**src/rtl/unpool_engine_if.sv**
```systemverilog
// Pixel-stream bundle for unpool_engine: upstream pixels in, upsampled pixels out, frame-done flag.
// The engine takes the slave side; whatever drives and consumes the streams takes the master side.
interface unpool_engine_if;
  logic              valid_in;
  logic              ready_in;
  logic signed [7:0] pixel_in;
  logic              valid_out;
  logic              ready_out;
  logic signed [7:0] pixel_out;
  logic              all_done;

  modport slave (
    input  valid_in, pixel_in, ready_out,
    output ready_in, valid_out, pixel_out, all_done
  );

  modport master (
    output valid_in, pixel_in, ready_out,
    input  ready_in, valid_out, pixel_out, all_done
  );
endinterface

```
**src/rtl/unpool_engine.sv**
```systemverilog
// 2x nearest-neighbour upsampler (zero-insertion when UNPOOL_ZERO_FILL_EN is defined); 1-cycle input-to-output
// latency; output register holds under backpressure, input stalls while replaying the odd output rows.
module unpool_engine #(
  parameter  int IN_DIM  = 14,
  localparam int OUT_DIM = IN_DIM * 2
) (
  input  logic           clk,
  input  logic           rst_n,
  unpool_engine_if.slave io
);

  localparam int CW = $clog2(IN_DIM) + 1;
  localparam logic [CW-1:0] COL_LAST = CW'(IN_DIM - 1);
  localparam logic [CW:0]   OUT_LAST = (CW + 1)'(OUT_DIM - 1);

  typedef enum logic [1:0] {FILL, REPLAY, DONE} state_e;

  state_e            state_q, state_d;
  logic [CW-1:0]     in_col_q, in_col_d;
  logic [CW-1:0]     col_q, col_d;
  logic [CW-1:0]     in_row_q, in_row_d;
  logic              phase_q, phase_d;
  logic              valid_q, valid_d;
  logic              done_q, done_d;
  logic signed [7:0] pix_q, pix_d;

  logic              ready_in;
  logic              in_xfer;
  logic              out_xfer;
  logic              last_out;
  logic [CW:0]       out_col;
  logic [CW-1:0]     col_nxt;
  logic [CW-1:0]     in_col_nxt;
  logic signed [7:0] rd_pix;
  logic signed [7:0] copy_pix;

  // Output column of the held pixel is simply {input column, copy phase}.
  assign out_col    = {col_q, phase_q};
  assign last_out   = (out_col == OUT_LAST);
  assign col_nxt    = (col_q == COL_LAST) ? '0 : col_q + CW'(1);
  assign in_col_nxt = (in_col_q == COL_LAST) ? '0 : in_col_q + CW'(1);
  assign out_xfer   = valid_q && io.ready_out;
  assign in_xfer    = io.valid_in && ready_in;

  always_comb begin
    ready_in = 1'b0;
    case (state_q)
      FILL:    ready_in = !valid_q || (io.ready_out && phase_q && !last_out);
      DONE:    ready_in = 1'b1;
      default: ready_in = 1'b0;
    endcase
  end

`ifdef UNPOOL_ZERO_FILL_EN
  assign rd_pix   = '0;
  assign copy_pix = '0;
`else
  localparam int AW = (IN_DIM > 1) ? $clog2(IN_DIM) : 1;

  logic signed [7:0] line_buf_q [1 << AW];
  logic [AW-1:0]     rd_idx;

  // Entering REPLAY needs column 0; inside REPLAY the next column is prefetched.
  assign rd_idx   = (state_q == REPLAY) ? col_nxt[AW-1:0] : '0;
  assign rd_pix   = line_buf_q[rd_idx];
  assign copy_pix = pix_q;

  always_ff @(posedge clk) begin
    if (in_xfer) begin
      line_buf_q[in_col_q[AW-1:0]] <= io.pixel_in;
    end
  end
`endif

  always_comb begin
    state_d  = state_q;
    in_col_d = in_col_q;
    col_d    = col_q;
    in_row_d = in_row_q;
    phase_d  = phase_q;
    valid_d  = valid_q;
    done_d   = done_q;
    pix_d    = pix_q;

    case (state_q)
      FILL: begin
        if (out_xfer) begin
          if (!phase_q) begin
            phase_d = 1'b1;
            pix_d   = copy_pix;
          end else if (last_out) begin
            state_d = REPLAY;
            col_d   = '0;
            phase_d = 1'b0;
            pix_d   = rd_pix;
          end else begin
            valid_d = 1'b0;
          end
        end
      end
      REPLAY: begin
        if (out_xfer) begin
          if (!phase_q) begin
            phase_d = 1'b1;
            pix_d   = copy_pix;
          end else if (last_out) begin
            valid_d = 1'b0;
            phase_d = 1'b0;
            col_d   = '0;
            if (in_row_q == COL_LAST) begin
              state_d  = DONE;
              done_d   = 1'b1;
              in_row_d = '0;
            end else begin
              state_d  = FILL;
              in_row_d = in_row_q + CW'(1);
            end
          end else begin
            col_d   = col_nxt;
            phase_d = 1'b0;
            pix_d   = rd_pix;
          end
        end
      end
      default: ;
    endcase

    // A new pixel overrides the drop of a finished second copy, so FILL streams without bubbles.
    if (in_xfer) begin
      state_d  = FILL;
      done_d   = 1'b0;
      valid_d  = 1'b1;
      phase_d  = 1'b0;
      pix_d    = io.pixel_in;
      col_d    = in_col_q;
      in_col_d = in_col_nxt;
      if (state_q == DONE) begin
        in_row_d = '0;
      end
    end
  end

  always_ff @(posedge clk or negedge rst_n) begin
    if (!rst_n) begin
      state_q  <= FILL;
      in_col_q <= '0;
      col_q    <= '0;
      in_row_q <= '0;
      phase_q  <= 1'b0;
      valid_q  <= 1'b0;
      done_q   <= 1'b0;
      pix_q    <= '0;
    end else begin
      state_q  <= state_d;
      in_col_q <= in_col_d;
      col_q    <= col_d;
      in_row_q <= in_row_d;
      phase_q  <= phase_d;
      valid_q  <= valid_d;
      done_q   <= done_d;
      pix_q    <= pix_d;
    end
  end

  assign io.ready_in  = ready_in;
  assign io.valid_out = valid_q;
  assign io.pixel_out = pix_q;
  assign io.all_done  = done_q;

endmodule

```
**src/flat_wrapper.sv**
```systemverilog
// flat-port wrapper written by rule: the top's interface ports become plain ports
module unpool_engine_flat 
#(
  parameter  int IN_DIM  = 14,
  localparam int OUT_DIM = IN_DIM * 2
)
  (clk, rst_n, io_valid_in, io_pixel_in, io_ready_out, io_ready_in, io_valid_out, io_pixel_out, io_all_done);
  unpool_engine_if io_i ();
  input  logic clk;
  input  logic rst_n;
  input wire logic [$bits(io_i.valid_in)-1:0] io_valid_in;
  input wire logic [$bits(io_i.pixel_in)-1:0] io_pixel_in;
  input wire logic [$bits(io_i.ready_out)-1:0] io_ready_out;
  output wire logic [$bits(io_i.ready_in)-1:0] io_ready_in;
  output wire logic [$bits(io_i.valid_out)-1:0] io_valid_out;
  output wire logic [$bits(io_i.pixel_out)-1:0] io_pixel_out;
  output wire logic [$bits(io_i.all_done)-1:0] io_all_done;
  assign io_i.valid_in = io_valid_in;
  assign io_i.pixel_in = io_pixel_in;
  assign io_i.ready_out = io_ready_out;
  assign io_ready_in = io_i.ready_in;
  assign io_valid_out = io_i.valid_out;
  assign io_pixel_out = io_i.pixel_out;
  assign io_all_done = io_i.all_done;
  unpool_engine #(.IN_DIM(IN_DIM)) u_core (.clk(clk), .rst_n(rst_n), .io(io_i));
endmodule
```
**config.mk**
```make
export PLATFORM = sky130hd
export DESIGN_NAME = unpool_engine_flat
export DESIGN_NICKNAME = d
export VERILOG_FILES = /design/src/rtl/unpool_engine_if.sv /design/src/rtl/unpool_engine.sv /design/src/flat_wrapper.sv
export SDC_FILE = /design/constraint.sdc
export NUM_CORES = 1
export LEC_CHECK = 0
export ABC_AREA = 1
export CORE_AREA = 2 2 126 128
export DETAILED_ROUTE_END_ITERATION = 10
export DIE_AREA = 0 0 128 130
export PLACE_DENSITY = 0.71
export SYNTH_ARGS = -nofsm -noshare
export SYNTH_HDL_FRONTEND = slang
export SYNTH_SLANG_ARGS = --single-unit
```
**constraint.sdc**
```tcl
create_clock -name clk -period 1.9 [get_ports clk]
set_input_delay 0.38 -clock clk [delete_from_list [all_inputs] [get_ports clk]]
set_output_delay 0.38 -clock clk [all_outputs]
set_load 0.05 [all_outputs]
```
==> results.txt <==
The run finished, with violations left. The checks that failed: design-rule violations, negative setup slack. At the end of the flow, the number of nets in the layout was 932. TritonCTS built the clock tree. The logs give 4.38 nW for the reported leakage power and 8550 µm² for the area after detailed placement. Entering global routing, the biggest net connects 57 pins. The clock input transition at the sequential cells of the worst setup and hold paths was 70 ps; the boundary pin count was 23. The floorplan step set the die width to 128 µm. In the post-synthesis netlist, the biggest area contributors are sky130_fd_sc_hd__edfxtp_1 51%, sky130_fd_sc_hd__dfrtp_1 9.3%, sky130_fd_sc_hd__nand2_1 8.1%.

The final count of pins violating max slew is 0, and the share of the clock period used by the worst path after layout is 1.09. The design draws 14.8 mW. The synthesized netlist contains 30 unique library cells. The run gives 0.246 as the total routing resource utilization after global routing. The count of cells in the finished layout, fillers not included, comes to 1117. Counting every sink on the clock net gives 156.

The worst path needs 2070 ps of the cycle, external delays included. The tools report the placed wire-length estimate as 12900 µm. The worst setup path is launched from a flop. The tools report the CTS H-tree depth as 4. For the number of clock buffers inserted by TritonCTS, the log shows 17. The critical path data required time was 2270 ps. The post-placement setup slack was -336 ps; the total power per unit cell area was 1480 nW/µm². The final worst slack was -165 ps. The logs give 15400 µm² for the area of the placeable core and 50 for the count of endpoints failing setup in the final report. sky130_fd_sc_hd__edfxtp_1 takes more of the synthesized area than any other cell.

Number of endpoints with negative hold slack in the final report: 0. The number of port buffers came out at 22. The run gives 0.648 as the utilization after layout. The tightest min-delay check is of the input port to async pin type. In this run the register-to-register setup slack is -170 ps. The total overflow left after global routing is 0. The number of buffers on the longest clock path was 2. The worst setup path category is flop to flop.

Before antenna repair, the detailed router went through 8 iterations. The number of cells on the worst reg-to-reg path came out at 14. The average size of a mapped cell is 9.34 µm². The count of nets left with antenna violations once routing finished came out at 0. The count of warnings emitted by yosys was 0.

After detailed routing, the average wire length per cell comes to 19.3 µm. Across the routed clock network, the largest skew measured is 7.56 ps. The congestion estimate from routability-driven global placement came to 0.886. Using the TritonRoute via totals, the vias-per-cell ratio works out to 5.66. The synthesis-stage register bit count came out at 156. Synthesized net count: 826. The cell sitting at the root of the clock tree is a sky130_fd_sc_hd__clkbuf_16. The logs give 0 for the number of antenna repair diodes and 0 for the max-capacitance violation count. In this run, placement finished with an instance count of 1063. At the pin with the least slew margin, the transition time is 510 ps. The via count of the first global-routing pass was 5788; the initial core utilization was 0.488.

The tools report the number of antenna violations at the first check in global routing as 0. Setup repair after global routing could not meet its margin everywhere. The die is 130 µm tall. The residual DRC count came out at 2. The nature of the critical path endpoint is a flop.

VDD sags by at most 760 µV. The floorplan step defined a die boundary enclosing 16600 µm². The maximum fanout along the worst path was 8; the relative max-transition margin was 0.662.

The fraction of the yosys area taken by sequential cells was 0.604; the area growth from synthesis to final layout was 32.8%. The detailed router placed 6317 vias in this run. The count of routing violations after the opening detailed-route iteration is 754, and the final instance area is 10000 µm².

The fraction of layout cells with a size suffix above 1 is 0.246. The first global-routing pass estimated 30700 µm of wire. For the clock insertion delay at the later pin of the skew report, the log shows 430 ps. The number of standard-cell rows in the floorplan is 46, and the share of the synthesized area in the top cell type is 0.511. The tools report the arrival time at the worst endpoint as 2430 ps.

The synthesized netlist occupies a cell area of 7530 µm². For the aggregate routed wire length, the log shows 21600 µm. Synthesis produced 806 cells. Static timing analysis puts the maximum clock frequency at 484 MHz.
-- cells in the final DEF (no fill, tap or decap), types with 7 or more instances in the layout --
cell and count:
sky130_fd_sc_hd__clkbuf_16 20, sky130_fd_sc_hd__o21ai_0 14, sky130_fd_sc_hd__dlygate4sd2_1 9, sky130_fd_sc_hd__nand2_1 144, sky130_fd_sc_hd__dfrtp_1 27, sky130_fd_sc_hd__o21ai_1 8, sky130_fd_sc_hd__nor2_1 81, sky130_fd_sc_hd__inv_2 7
sky130_fd_sc_hd__nor2_4 19, sky130_fd_sc_hd__clkdlybuf4s50_1 11, sky130_fd_sc_hd__buf_12 15, sky130_fd_sc_hd__nand4_1 58, sky130_fd_sc_hd__inv_1 118, sky130_fd_sc_hd__nand3_2 23, sky130_fd_sc_hd__buf_6 31, sky130_fd_sc_hd__inv_6 9
sky130_fd_sc_hd__nand2_2 13, sky130_fd_sc_hd__buf_4 53, sky130_fd_sc_hd__nand3_1 74, sky130_fd_sc_hd__edfxtp_1 128
-- cells by family after synthesis --
group           synth area share
flops                      0.604
fa+ha+maj                 0.0133
buf+inv                   0.0904
xor+xnor                 0.00698
compound gates            0.0236
simple gates               0.262
-- flip-flops by register name, indices dropped and copies added (netlist names) --
signal and count:
u_core.line_buf_q 128, u_core.io.pixel_out 8, u_core.col_q 5, u_core.in_col_q 5
u_core.in_row_q 5, u_core.state_q 2, u_core.io.all_done 1, u_core.io.valid_out 1
u_core.phase_q 1
-- routing by layer --
layer  vias to the layer above  share of wire  global-route usage
met4                         0          0.030               0.107
met2                       346           0.51               0.418
li1                       2895              -                   -
met3                        45          0.081              0.0340
met1                      3031           0.38               0.319
met5                         -              0                   0
-- repair_timing --
action                                  4_1_cts  5_1_grt
hold buffers                                  0        0
gates resized for setup                      70      104
pin swaps                                     8       11
endpoints found under the setup margin      153      148
setup buffers                                 5       11
cloned                                        1        5
-- worst max-delay path: stages, from the launching register on --
cell and delay, ps:
sky130_fd_sc_hd__dfrtp_1 400, sky130_fd_sc_hd__buf_4 160, sky130_fd_sc_hd__ha_4 160, sky130_fd_sc_hd__xor2_2 140, sky130_fd_sc_hd__nand2_2 100, sky130_fd_sc_hd__nor2_4 180, sky130_fd_sc_hd__buf_12 130, sky130_fd_sc_hd__clkinv_2 150
sky130_fd_sc_hd__nand3_1 190, sky130_fd_sc_hd__nand3_1 90, sky130_fd_sc_hd__nand2_1 70, sky130_fd_sc_hd__nand2_1 50, sky130_fd_sc_hd__nand2_1 60, sky130_fd_sc_hd__nand2_1 60, sky130_fd_sc_hd__nand2_1 50
-- report_power, final --
part,switching [mW],internal [mW],total [mW]
Combinational,4.54,2.58,7.12
Clock,1.47,1.98,3.46
Sequential,0.194,4.03,4.23
-- through the flow --
stage | hold slack, ps | setup TNS, ps
after floorplan | 84.4 | -9350
after global placement | 493 | -29480
after detailed placement | 498 | -34640
after CTS | 337 | -1160
after global routing | 409 | -12250
final | 331 | -1430
-- Yosys cell counts --
cell	instances
sky130_fd_sc_hd__o22ai_1	1
sky130_fd_sc_hd__nand4_1	58
sky130_fd_sc_hd__o2111ai_1	1
sky130_fd_sc_hd__edfxtp_1	128
sky130_fd_sc_hd__buf_1	4
sky130_fd_sc_hd__inv_1	123
sky130_fd_sc_hd__nor2_4	1
sky130_fd_sc_hd__clkbuf_1	11
sky130_fd_sc_hd__a22oi_1	1
sky130_fd_sc_hd__nand3_1	96
sky130_fd_sc_hd__nand3_2	4
sky130_fd_sc_hd__nand2_1	163
sky130_fd_sc_hd__buf_6	2
sky130_fd_sc_hd__dfrtp_1	28
sky130_fd_sc_hd__o21ai_1	2
sky130_fd_sc_hd__nor2_8	1
sky130_fd_sc_hd__nand3_4	1
sky130_fd_sc_hd__nand2_2	1
sky130_fd_sc_hd__ha_1	8
sky130_fd_sc_hd__nor4_1	1
sky130_fd_sc_hd__clkinv_2	1
sky130_fd_sc_hd__buf_2	21
sky130_fd_sc_hd__xor2_1	6
sky130_fd_sc_hd__nor2_1	98
sky130_fd_sc_hd__buf_4	1
sky130_fd_sc_hd__a21oi_1	7
sky130_fd_sc_hd__nor2_2	3
sky130_fd_sc_hd__o21ai_0	22
sky130_fd_sc_hd__nor3_1	6
sky130_fd_sc_hd__inv_2	6
-- layout make-up --
type                    count  area (µm²)
fillers                  1154        5420
flip-flops and latches    156        4550
multi-input cells         481        2730
repair buffers            125        1370
inverters                 130         514
clock buffers              17         425
well taps                 192         240
clock inverters            15         174
repair inverters            1        5.00
-- path summary, 6_finish.rpt --
| path | from | endpoint |
|---|---|---|
| setup reg to reg | u_core.col_q[0] | u_core.io.pixel_out[0] |
| setup / recovery | u_core.col_q[0] | u_core.io.pixel_out[0] |
| hold / removal | rst_n | u_core.io.all_done |
| max in group asynchronous | rst_n | u_core.col_q[2] |
| hold reg to reg | u_core.io.pixel_out[3] | u_core.io.pixel_out[3] |
| min in group clk | u_core.io.pixel_out[3] | u_core.io.pixel_out[3] |
No activity file was read; power rests on OpenSTA's default activity.
